## config.mk

```make
export PLATFORM = sky130hd
export DESIGN_NAME = sw_debounce_port
export DESIGN_NICKNAME = d
export VERILOG_FILES = /design/src/rtl/sw_debounce_port.sv
export SDC_FILE = /design/constraint.sdc
export NUM_CORES = 1
export LEC_CHECK = 0
export ABC_CLOCK_PERIOD_IN_PS = 4100
export CAP_MARGIN = 20
export CELL_PAD_IN_SITES_DETAIL_PLACEMENT = 2
export CELL_PAD_IN_SITES_GLOBAL_PLACEMENT = 2
export CORE_ASPECT_RATIO = 0.7
export CORE_MARGIN = 1.5
export CORE_UTILIZATION = 38
export CTS_CLUSTER_SIZE = 28
export DETAILED_ROUTE_END_ITERATION = 7
export PLACE_DENSITY = 0.95
export SYNTH_ARGS = -nofsm -noshare
export SYNTH_HDL_FRONTEND = slang
export SYNTH_SLANG_ARGS = --single-unit
```

## constraint.sdc

```tcl
create_clock -name clk -period 4.1 [get_ports clk]
set_input_delay 0.41 -clock clk [delete_from_list [all_inputs] [get_ports clk]]
set_output_delay 0.41 -clock clk [all_outputs]
set_load 0.005 [all_outputs]
```

## src/rtl/sw_debounce_port.sv

```systemverilog
// Debounced switch input port with rising-edge flags, interrupt mask and a
// small four-word register window for a CPU bus.
module sw_debounce_port #(
    parameter int N               = 8,
    parameter int DEBOUNCE_CYCLES = 16
) (
    input  logic         clk,
    input  logic         reset,
    input  logic [N-1:0] i_sw,
    input  logic [1:0]   i_addr,
    input  logic         i_rd,
    input  logic         i_wr,
    input  logic [15:0]  i_wrdata,
    output logic [15:0]  o_rddata,
    output logic [N-1:0] o_sw,
    output logic         o_irq
);

    localparam int CW = $clog2(DEBOUNCE_CYCLES + 1);
    localparam logic [CW-1:0] CNT_LAST = CW'(DEBOUNCE_CYCLES - 1);

    logic [N-1:0]  sync1;
    logic [N-1:0]  sync2;
    logic [N-1:0]  edge_q;
    logic [N-1:0]  mask_q;
    logic [N-1:0]  toggle;
    logic [N-1:0]  rise;
    logic [N-1:0]  edge_clr;
    logic [N-1:0]  edge_next;
    logic [CW-1:0] cnt [N];
    logic [15:0]   rd_val;
    logic          unused_wrdata;

    assign unused_wrdata = ^i_wrdata;

    // A bit flips on the edge its counter would reach DEBOUNCE_CYCLES, so the
    // counter itself only ever holds 0..DEBOUNCE_CYCLES-1.
    always_comb begin
        toggle = '0;
        for (int unsigned i = 0; i < N; i++) begin
            toggle[i] = (sync2[i] != o_sw[i]) && (cnt[i] == CNT_LAST);
        end
    end

    assign rise      = toggle & ~o_sw;
    assign edge_clr  = (i_wr && i_addr == 2'd1) ? i_wrdata[N-1:0] : '0;
    assign edge_next = (edge_q & ~edge_clr) | rise;

    always_comb begin
        rd_val = '0;
        case (i_addr)
            2'd0:    rd_val[N-1:0] = o_sw;
            2'd1:    rd_val[N-1:0] = edge_q;
            2'd2:    rd_val[N-1:0] = mask_q;
            default: rd_val = '0;
        endcase
    end

    always_ff @(posedge clk) begin
        if (reset) begin
            sync1    <= '0;
            sync2    <= '0;
            o_sw     <= '0;
            edge_q   <= '0;
            mask_q   <= '0;
            o_rddata <= '0;
            for (int unsigned i = 0; i < N; i++) begin
                cnt[i] <= '0;
            end
        end else begin
            sync1  <= i_sw;
            sync2  <= sync1;
            o_sw   <= o_sw ^ toggle;
            edge_q <= edge_next;
            for (int unsigned i = 0; i < N; i++) begin
                if (sync2[i] == o_sw[i] || toggle[i]) begin
                    cnt[i] <= '0;
                end else begin
                    cnt[i] <= cnt[i] + 1'b1;
                end
            end
            if (i_wr && i_addr == 2'd2) begin
                mask_q <= i_wrdata[N-1:0];
            end
            if (i_rd) begin
                o_rddata <= rd_val;
            end
        end
    end

    assign o_irq = |(edge_q & mask_q);

endmodule

```

After elaboration in Yosys (flattened, before gate mapping)
Memories as Yosys holds them, arrays and structs flattened.
Index checks and enable logic that the tools add are counted.
{"block": "totals", "ff_bits": 48, "ram_bits": 40, "output_inout_bits": 25, "elab_cells": 152, "mem_count": 1}
{"name": "cnt", "depth": 8, "word_bits": 5, "read_ports": 8, "rd_clocked_by_memory_dff": 0, "write_ports": 8, "line_no": "30", "text": "logic [CW-1:0] cnt [N];"}
{"block": "op_classes", "addsub": 8, "n_eq_ne": 26, "mux": 68, "n_bitwise": 23, "n_reduce_logical": 20}
{"cell": "5-bit two-way mux", "count": 16}
{"cell": "1-bit two-way mux", "count": 50}
{"cell": "5-bit by 1-bit adder with 5-bit output, second input constant", "count": 8}
{"cell": "5-bit by 4-bit == test with 1-bit output, second input constant", "count": 8}
{"cell": "8-bit AND", "count": 3}
{"cell": "8-bit one-hot mux with 3 select lines", "count": 1}
{"cell": "8-bit inverter", "count": 2}
{"cell": "1-bit bitwise OR", "count": 16}
{"cell": "1-bit logical AND", "count": 10}
{"cell": "1-bit == test", "count": 8}
{"cell": "1-bit logical OR", "count": 8}
{"cell": "8-bit two-way mux", "count": 1}
{"cell": "1-bit inequality test", "count": 8}
{"cell": "8-bit bitwise OR", "count": 1}
{"cell": "8-bit OR reduction", "count": 1}
{"cell": "8-bit XOR", "count": 1}
{"cell": "2-bit by 1-bit == test with 1-bit output, second input constant", "count": 1}
{"cell": "2-bit == test, second input constant", "count": 1}
{"cell": "2-bit zero test", "count": 1}

Logic depth before layout (Yosys ltp)
An unclocked memory read counts as a cell.
{"block": "depth", "depth_word": 9, "ltp_mapped": 6}

Least setup slack after synthesis
No wires, ideal clock.
{"block": "synth_path", "path_kind": "reg2reg", "from": "memory cnt[0][10] (netlist bit)", "to": "memory cnt[0][12] (netlist bit) (data pin)", "arrival_ps": 1502, "setup_slack_ps": 2459, "stages_incl_launch_ff": 6, "period_less_slack_ps": 1641, "path_cell_list": "edfxtp_1 -> ha_1 -> and3_1 -> ha_1 -> or3_1 -> nor2_1"}
{"element": "from (decl)", "line_no": "30"}

Final worst setup path
{"block": "layout_path", "from": "register edge_q[7]", "to": "output port o_irq"}
{"block": "layout_via", "elab_chain_len": 2}
{"element": "from (decl)", "line_no": "24", "text": "logic [N-1:0] edge_q;"}
{"element": "from (signal assigned)", "line_no": "74", "text": "edge_q <= edge_next;"}
{"element": "8-bit AND", "line_no": "91", "text": "assign o_irq = |(edge_q & mask_q);"}
{"element": "8-bit OR reduction", "line_no": "91"}
{"element": "to (decl)", "line_no": "16", "text": "output logic o_irq"}
No other way between the ends.

==> flow_metrics.env <==
export IMPL_finalClockSkew_ns=0.00469
export IMPL_final_hold_viol_count=0
export IMPL_routed_via_density=4.93
export IMPL_cts_root_buf="clkbuf_16"
export IMPL_cp_max_fo=3
export IMPL_cts_hold_buf=0
export IMPL_yosys_area_top_type="edfxtp_1"
export IMPL_synth_simple_gate_area_share_pct=18.9
export IMPL_worst_ep_arrival_time_ns=1.60
export IMPL_clockPowerShare_pct=42.3
export IMPL_fmax_mhz=498
export IMPL_wl_per_cell_um=18.4
export IMPL_syn_inst=359
export IMPL_drv_cap=0
export IMPL_rows=30
export IMPL_nFillCells=1037
export IMPL_routabilityCongestion=0.708
export IMPL_dieArea_um2=10900
export IMPL_p_leak_nw=1.94
export IMPL_dpl_hpwl_um=7170
export IMPL_synth_compound_area_share_pct=5.96
export IMPL_timing_final_crit_period_ns=2.01
export IMPL_finalCritPeriodShare_pct=48.9
export IMPL_tightestPinTransition_ns=0.719
export IMPL_crit_type="register to output pin"
export IMPL_initial_core_util_pct=39.7
export IMPL_core_um2=9830
export IMPL_whs_path_depth=1
export IMPL_ff2ff_path_depth=5
export IMPL_start_kind="register"
export IMPL_hp_class="register to register"
export IMPL_yosysTopAreaCellShare_pct=30.8
export IMPL_cpPeakStageDelay_ns=0.49
export IMPL_synth_seq_cells=88
export IMPL_area_growth_pct=22.7
export IMPL_cp_required_ns=3.69
export IMPL_antenna_found_initial=0
export IMPL_setup_viol=0
export IMPL_synth_seq_area_share_pct=55.4
export IMPL_drt_pass1_iterations=4
export IMPL_port_buffers=38
export IMPL_synth_top_family_by_area="simple AND/OR/NAND/NOR gates"
export IMPL_cellInternalPower_w=0.00148
export IMPL_die_w_um=124
export IMPL_layout_drive_gt1_share_pct=4.54
export IMPL_syn_area_um2=3900
export IMPL_cts_setup_buffers=0
export IMPL_synth_edf_count=40
export IMPL_async_flop_share_pct=0
export IMPL_clk_path_buf_depth=2
export IMPL_p_switching_w=0.000421
export IMPL_htreeDepth=3
export IMPL_r2r_slack_ns=2.21
export IMPL_num_vias=2804
export IMPL_grt_pass1_vias=3127
export IMPL_status="completed"
export IMPL_finalSetupTns_ns=0
export IMPL_drc=0
export IMPL_synth_xor_area_share_pct=5.39
export IMPL_io_pins=55
export IMPL_p_sw_share_pct=22.1
export IMPL_synth_distinct_cells=31
export IMPL_n_antenna_cell=0
export IMPL_holdCritStartpoint="sync1[7]"
export IMPL_yosysWarningCount=0
export IMPL_numCtsBuffers=9
export IMPL_cts_clk_slew_worst_paths_ns=0.06
export IMPL_cpMaxStageDelayCell="clkdlybuf4s50_1"
export IMPL_tritoncts="built"
export IMPL_cts_resized=0
export IMPL_globalRouteOverflowTotal=0
export IMPL_postLayoutCoreUtil_pct=48.7
export IMPL_cts_sinks=88
export IMPL_synth_mux_area_share_pct=4.10
export IMPL_drtIter0Drc=96
export IMPL_fp_dieH_um=87.8
export IMPL_crit_chain="a22oi_1, nand4_1, clkdlybuf4s50_1"
export IMPL_min_to="sync2[7]"
export IMPL_routed_wl_um=10500
export IMPL_track_usage_pct=21.1
export IMPL_r2r_end="cnt[0][14]"
export IMPL_rsz0062_at_grt="no"
export IMPL_seqPwrFrac_pct=51.0
export IMPL_final_nets=482
export IMPL_grt_start_max_net_pins=37
export IMPL_vdd_drop_max_v=0.000229
export IMPL_synthAdderAreaFrac_pct=5.13
export IMPL_slew_violations=0
export IMPL_clock_latency_ns=0.35
export IMPL_comb_power_share_pct=6.7
export IMPL_syn_area_per_cell_um2=10.9
export IMPL_synth_flop_cell="dfxtp_1"
export IMPL_timing_rr_start="cnt[0][10]"
export IMPL_relSlewSlack_pct=52.1
export IMPL_layout_common_cells="nor2_1 (64), dfxtp_1 (48), conb_1 (48)"
export IMPL_synthTopCellsByArea="edfxtp_1 (31%), dfxtp_1 (25%), nor2_1 (6.2%)"
export IMPL_ant_nets=0
export IMPL_power_density_nw_per_um2=398
export IMPL_critPathCaptureType="output pin"
export IMPL_grt_first_pass_wirelength_um=16700
export IMPL_mostFrequentLayoutCell="nor2_1"
power groups by stage:
stage / Clock (W) / Sequential, W / Combinational [W]
6_report: 0.000805 / 0.000971 / 0.000128
4_1_cts: 0.000822 / 0.000971 / 0.000127
3_5_place_dp: 0 / 0.000989 / 0.000123
2_1_floorplan: 0 / 0.000982 / 0.0000789
3_3_place_gp: 0 / 0.000985 / 0.000115
5_1_grt: 0.000853 / 0.000974 / 0.000143
flip-flops by register name, indices dropped and copies added, names as in the netlist, named ones only:
| signal | count |
|---|---|
| cnt | 40 |
| edge_q | 8 |
| mask_q | 8 |
| o_rddata | 8 |
| sync1 | 8 |
| sync2 | 8 |
worst max-delay path by stage:
stage,startpoint,end,slack (ns),cells past startpoint
4_1_cts,edge_q[7],o_irq,2.07,3
3_5_place_dp,i_addr[0],mask_q[1],1.84,4
6_report,edge_q[7],o_irq,2.09,3
2_1_floorplan,cnt[0][10],cnt[0][12],2.46,5
5_1_grt,edge_q[7],o_irq,1.97,3
3_3_place_gp,i_addr[0],o_rddata[6],1.93,5
metrics by stage:
stage	area [um^2]	std cells	worst slack [ns]	power (W)	hold WS (ns)
after CTS	4790	569	2.07	0.00192	0.457
after global routing	4790	569	1.97	0.00197	0.469
after floorplan	4080	405	2.46	0.00106	0.414
final	4790	569	2.09	0.00190	0.447
after global placement	4510	553	1.93	0.00110	0.426
after detailed placement	4510	553	1.84	0.00111	0.443
critical path, delay by kind of cell, from the launching register on:
family                 cells  cell delay (ns)
and+or+nand+nor            1             0.17
buffers and inverters      1             0.49
DFF                        1             0.34
AOI/OAI and AO/OA          1             0.25
kinds of logic after synthesis:
family | after synthesis
mux | 16
other cells | 2
xor+xnor | 24
buf+inv | 38
fa+ha+maj | 16
compound gates | 28
flops | 88
simple gates | 147
cells in the mapped netlist, drive strengths merged, types with 13 or more instances:
cell type  count
ha            16
xnor2         16
nor2          64
mux2i         16
edfxtp        40
dfxtp         48
buf           16
nand2         13
inv           16
nor2b         17
routing by layer:
layer	share of wire, %	vias up	global-route usage [%]
li1	-	1335	-
met3	4.0	9	4.75
met5	0	-	0
met1	41	1410	23.1
met2	55	50	40.7
met4	0.86	0	6.40
layout make-up:
| type | count | area [um^2] | area share [%] |
|---|---|---|---|
| clock inverters | 1 | 30.0 | 0.627 |
| well taps | 128 | 160 | 3.35 |
| repair buffers | 42 | 405 | 8.47 |
| multi-input cells | 279 | 1720 | 36.0 |
| flip-flops and latches | 88 | 2160 | 45.2 |
| clock buffers | 15 | 248 | 5.18 |
| inverters | 16 | 60.1 | 1.25 |
(Power assumes the default switching activity.)
